===== config.mk =====
export PLATFORM = sky130hd
export DESIGN_NAME = toggle_rx
export DESIGN_NICKNAME = d
export VERILOG_FILES = /design/src/rtl/toggle_rx_pkg.sv /design/src/rtl/toggle_sync.sv /design/src/rtl/toggle_rx.sv
export SDC_FILE = /design/constraint.sdc
export NUM_CORES = 1
export LEC_CHECK = 0
export ABC_AREA = 0
export CORE_MARGIN = 2
export CORE_UTILIZATION = 40
export DETAILED_ROUTE_END_ITERATION = 10
export PLACE_DENSITY_LB_ADDON = 0.08
export SETUP_SLACK_MARGIN = 0.2
export SYNTH_ARGS = -nofsm -noshare
export SYNTH_HDL_FRONTEND = slang
export SYNTH_SLANG_ARGS = --single-unit
export TNS_END_PERCENT = 20

===== constraint.sdc =====
create_clock -name clk -period 1.6 [get_ports clk]
set_input_delay 0.16 -clock clk [delete_from_list [all_inputs] [get_ports clk]]
set_output_delay 0.16 -clock clk [all_outputs]
set_load 0.02 [all_outputs]

===== src/rtl/toggle_rx_pkg.sv =====
// toggle_rx_pkg: shared defaults and FSM state type for the two-phase receiver
package toggle_rx_pkg;
    localparam int DEF_WIDTH       = 8;
    localparam int DEF_SYNC_STAGES = 2;
    localparam int CNT_W           = 16;
    typedef enum logic {IDLE, HOLD} state_t;
endpackage


===== src/rtl/toggle_sync.sv =====
// toggle_sync: multi-flop synchronizer for a slowly changing level signal
module toggle_sync #(
    parameter int STAGES = 2
) (
    input  logic clk,
    input  logic reset,
    input  logic d,
    output logic q
);
    logic [STAGES-1:0] r_chain;
    always_ff @(posedge clk)
        r_chain <= reset ? '0 : {r_chain[STAGES-2:0], d};
    assign q = r_chain[STAGES-1];
endmodule


===== src/rtl/toggle_rx.sv =====
// toggle_rx: two-phase (toggle) request receiver with valid/ready output,
// two-phase acknowledge, sticky overrun flag and consumed-word counter
module toggle_rx
    import toggle_rx_pkg::*;
#(
    parameter int WIDTH       = DEF_WIDTH,
    parameter int SYNC_STAGES = DEF_SYNC_STAGES
) (
    input  logic             clk,
    input  logic             reset,
    input  logic             enable,
    input  logic             req_tgl,
    input  logic [WIDTH-1:0] data_in,
    output logic             ack_tgl,
    output logic             out_valid,
    output logic [WIDTH-1:0] out_data,
    input  logic             out_ready,
    output logic             err_overrun,
    output logic [CNT_W-1:0] evt_count
);
    state_t r_state;
    logic   r_req_prev;
    logic   w_req_s, w_edge, w_take, w_cons;

    toggle_sync #(.STAGES(SYNC_STAGES)) u_sync (
        .clk  (clk),
        .reset(reset),
        .d    (req_tgl),
        .q    (w_req_s)
    );

    assign w_edge = w_req_s ^ r_req_prev;
    assign w_take = (r_state == IDLE) && w_edge && enable;
    assign w_cons = (r_state == HOLD) && out_valid && out_ready;

    always_ff @(posedge clk) begin
        if (reset) begin
            r_state     <= IDLE;
            r_req_prev  <= 1'b0;
            ack_tgl     <= 1'b0;
            out_valid   <= 1'b0;
            out_data    <= '0;
            err_overrun <= 1'b0;
            evt_count   <= '0;
        end else begin
            // while idle and disabled, req_prev is frozen so the edge stays pending
            if (r_state == HOLD || enable)
                r_req_prev <= w_req_s;
            if (w_take) begin
                out_data  <= data_in;
                out_valid <= 1'b1;
                r_state   <= HOLD;
            end
            if (w_cons) begin
                out_valid <= 1'b0;
                ack_tgl   <= ~ack_tgl;
                evt_count <= evt_count + CNT_W'(1);
                r_state   <= IDLE;
            end
            if (r_state == HOLD && w_edge)
                err_overrun <= 1'b1;
        end
    end
endmodule


; Yosys cells after proc, flatten, opt, wreduce, memory -nomap -nowiden
; Index checks and enable logic that the tools add are counted.
[op_classes]
addsub = 1
n_mul = 0
div_mod_pow = 0
magnitude_cmp = 0
n_eq_ne = 0
shift = 0
n_mux = 0
bitwise = 3
reduce_logical = 6
[op_table]
columns = cell, n
row1 = $add 16x1->16 const B, 1
row2 = $logic_and 1x1->1, 4
row3 = $not 1->1, 2
row4 = $reduce_or 2->1, 1
row5 = $logic_or 1x1->1, 1
row6 = $xor 1x1->1, 1
[word_totals]
regBits = 30
latch_bits = 0
ramBits = 0
romBits = 0
output_inout_bits = 27
wordCells = 17
mem_count = 0

; Logic depth before layout (Yosys ltp)
[logic_depth]
word_depth = 3
mapped_depth = 6

; Modules after synthesis
; A second synthesis with hierarchy kept.
[unflattened]
hier_cells = 134
hier_area_um2 = 1224.9
[by_module_without_submodules]
columns = module, instances, cells_each, area_each_um2, seq_area_each_um2
row1 = toggle_rx, 1, 130, 1172.4, 560.5
row2 = toggle_sync, 1, 4, 52.6, 40.0

; Worst setup path before layout
; OpenSTA, ideal clock, no wires.
[synth_timing]
kind = flip-flop to flip-flop
start = register r_state
end = register evt_count[15]
arrival_time_ns = 1.609
path_slack_ns = -0.079
stages_incl_launch_ff = 7
n_path_buf = 2
synth_period_minus_slack_ns = 1.679
cell_sequence = dfxtp_1 -> buf_4 -> and4_1 -> buf_4 -> nand3_4 -> or4_1 -> a21oi_1
[synth_between]
elab_chain_len = 1
[synth_rtl]
columns = element, line
row1 = "start, declared", toggle_rx.sv:21  ; state_t r_state;
row2 = "start signal, assigned", toggle_rx.sv:38  ; r_state <= IDLE;
row3 = "start signal, assigned", toggle_rx.sv:52  ; r_state <= HOLD;
row4 = "start signal, assigned", toggle_rx.sv:58  ; r_state <= IDLE;
row5 = $logic_and 1x1->1, toggle_rx.sv:34  ; assign w_cons = (r_state == HOLD) && out_valid && out_ready;
row6 = "end signal, assigned", toggle_rx.sv:57  ; evt_count <= evt_count + CNT_W'(1);
row7 = "end, declared", toggle_rx.sv:19  ; output logic [CNT_W-1:0] evt_count
; Every way passes these cells.
; A chain may end at the register's enable or synchronous reset.

; Worst setup path after layout
[layout_timing]
start = register evt_count[11]
end = output evt_count[11]
; No word-level cell between the ends.

==> impl_metrics.ini <==
[run_status]
status = finished, violations left
violations = DRC

[final_layout]
insertedDiodeCount = 0
finalNonFillerCells = 213
fill_cells = 242
drive_gt1_share_pct = 20.33
nNetsFinal = 195
fin_area_um2 = 1812
area_growth_syn_to_layout_pct = 50.52

[clock_tree]
h-tree-depth = 2
clock_sinks = 30
cts_tree = built
clkTransAtPathRegs_ns = 0.10
cts_buffers = 5
clock_latency_ns = 0.33
clockBufferDepth = 2
cts_root_buffer = clkbuf_4

[timing]
fmax_ghz = 0.6719
setup_viol = 0
min_period_over_period_pct = 93.03
finalHoldViolations = 0
finalClockSkew_ns = 0.01108
relSlewSlack_pct = 78.61
setup_slack_ns = 0.1116
worstMarginPinSlew_ns = 0.3208
period_needed_ns = 1.488
rsz0062_at_grt = yes
maxSlewViolCount = 0
final.setup.tns_ns = 0

[synth]
synth_top_area_share_pct = 49.90
synthCells = 129
synth_top_area_cell = dfxtp_1
synthTopCellsByArea = dfxtp_1 50%, xor2_1 8.7%, nor2_1 6.9%, mux2i_1 6.7%, a21oi_1 3.7%
synth_ff_type = dfxtp_1
asyncSetResetFlopFracSynth_pct = 0
ys_warn_count = 0
synth.avg_cell_area_um2 = 9.331
ys_seq_area_share_pct = 49.90
yosysMostFrequentCell = dfxtp_1
synth_common_cells = 30 x dfxtp_1, 22 x nor2_1, 12 x xor2_1, 9 x a21oi_1, 8 x mux2i_1
syn_nets = 143
synth.distinct_cells = 23
synth_seq_cells = 30
synthesis.area_um2 = 1204
synth_edf_count = 0

[placed_design]
place_inst = 202
preCtsSetupSlack_ns = -0.1352
hpwl_mm = 1.888
dpl_cell_area_um2 = 1675
gp_congestion = 0.7532
port_buffers = 39

[run]
maxCapViolCount = 0

[setup_path]
crit_required_ns = 1.44
crit_path_end_kind = primary output
slowest_delay_ns = 0.62
cp.arrival_ns = 1.33
crit_fanout = 4
crit_family = buffers and inverters
path_class = reg2out
cp_cell_sequence = clkdlybuf4s50_1
worst_path_max_delay_cell = clkdlybuf4s50_1
cp-start-kind = flop
cp.buffers_inverters = 1

[die]
start_util_pct = 42.91
fp.dieH_um = 58.86
ios = 40
dieArea_um2 = 3464
std_cell_rows = 19
coreArea_um2 = 2805
chipWidth_um = 58.86

[worst_hold_path]
hold_path.class = in2reg

[detailed_routing]
drtIter0Drc = 26
wl_per_cell_um = 12.35
drt_pass1_iterations = 7
ant_nets = 0
num_vias = 1085
vias_per_cell = 5.094
wl_mm = 2.631
remaining_drc_errors = 3

[pwr]
leakagePower_nw = 0.7585
powerDensity_nw_per_um2 = 797.6
vdd_drop_max_mv = 0.4317
p_total_mw = 1.445

[grt]
grt_max_degree = 31
grt.total_usage_pct = 16.56
grt.overflow.total = 0
grt_pass1_vias = 1064
antenna_found_initial = 0
grt_pass1_wl_mm = 4.367
## worst paths after layout
check | from | end | slack [ns] | cells past startpoint
worst max-delay path | evt_count[11] | evt_count[11] | 0.11 | 1
worst min-delay path | req_tgl | u_sync.r_chain[0] | 0.38 | 2
worst max register to register | evt_count[2] | evt_count[13] | 0.19 | 4
worst min register to register | u_sync.r_chain[0] | u_sync.r_chain[1] | 0.47 | 1
## cells by family after synthesis
group                    Yosys count  synth area share, %
adder cells (fa/ha/maj)            1                1.039
XOR/XNOR                          12                8.732
flip-flops                        30                49.90
buffers and inverters              9                3.533
AO/OA/AOI/OAI                     15                6.652
AND/OR/NAND/NOR                   54                23.49
multiplexers                       8                6.653
## worst register-to-register path, stage by stage (launching register included)
cell and delay [ns]:
dfxtp_4 0.38, and4_4 0.23, nand3_4 0.10, or4_1 0.48, a21oi_1 0.15
## routing by layer
layer / part of all wire (%) / global-route usage [%] / vias up
li1: - / - / 542
met1: 43 / 19.86 / 505
met2: 49 / 26.51 / 31
met3: 6.1 / 5.714 / 7
met4: 2.0 / 7.792 / 0
met5: 0 / 0 / -
## through the flow
step,util [%],hold slack [ns]
2_1_floorplan,-,0.2882
3_3_place_gp,59.72,0.4406
3_5_place_dp,59.72,0.4630
4_1_cts,62.22,0.3680
5_1_grt,64.59,0.3634
6_report,64.59,0.3795
## area by class of cell
type                            instances  area (um^2)  share of cell area [%]
Clock buffer                            5        37.54                   2.072
Clock inverter                          3        40.04                   2.210
Inverter                                3        11.26                  0.6215
Multi-Input combinational cell         90        583.1                   32.18
Sequential cell                        30        616.8                   34.05
Tap cell                               31        38.79                   2.141
Timing Repair Buffer                   51        484.2                   26.73
## cells in the final DEF (no fill, tap or decap), drive strengths merged, types with 4 or more instances in the layout
cell	count
nand4	5
buf	12
o21ai	4
nand2	6
clkbuf	5
mux2i	8
nand3	6
nor2	22
dlygate4sd2	6
dfxtp	30
clkdlybuf4s50	30
xor2	12
a21oi	9
## flip-flops by register name, indices dropped and copies added, names as in the netlist
register / flops
u_sync.r_chain: 2
r_state: 1
err_overrun: 1
evt_count: 16
r_req_prev: 1
ack_tgl: 1
out_data: 8
## power by group
group,internal [mW],switching (mW),leakage (nW)
combinational,0.0564,0.0470,0.466
sequential,0.755,0.00606,0.248
clock,0.323,0.258,0.0450
## timing repair
| action | in CTS | in global routing |
|---|---|---|
| pin swaps | 0 | 3 |
| cloned | 0 | 0 |
| setup buffers | 0 | 3 |
| setup endpoints to repair | 31 | 35 |
| hold buffers | 0 | 0 |
| gates resized for setup | 6 | 21 |
Note: power is estimated with default switching activity, not from simulation.
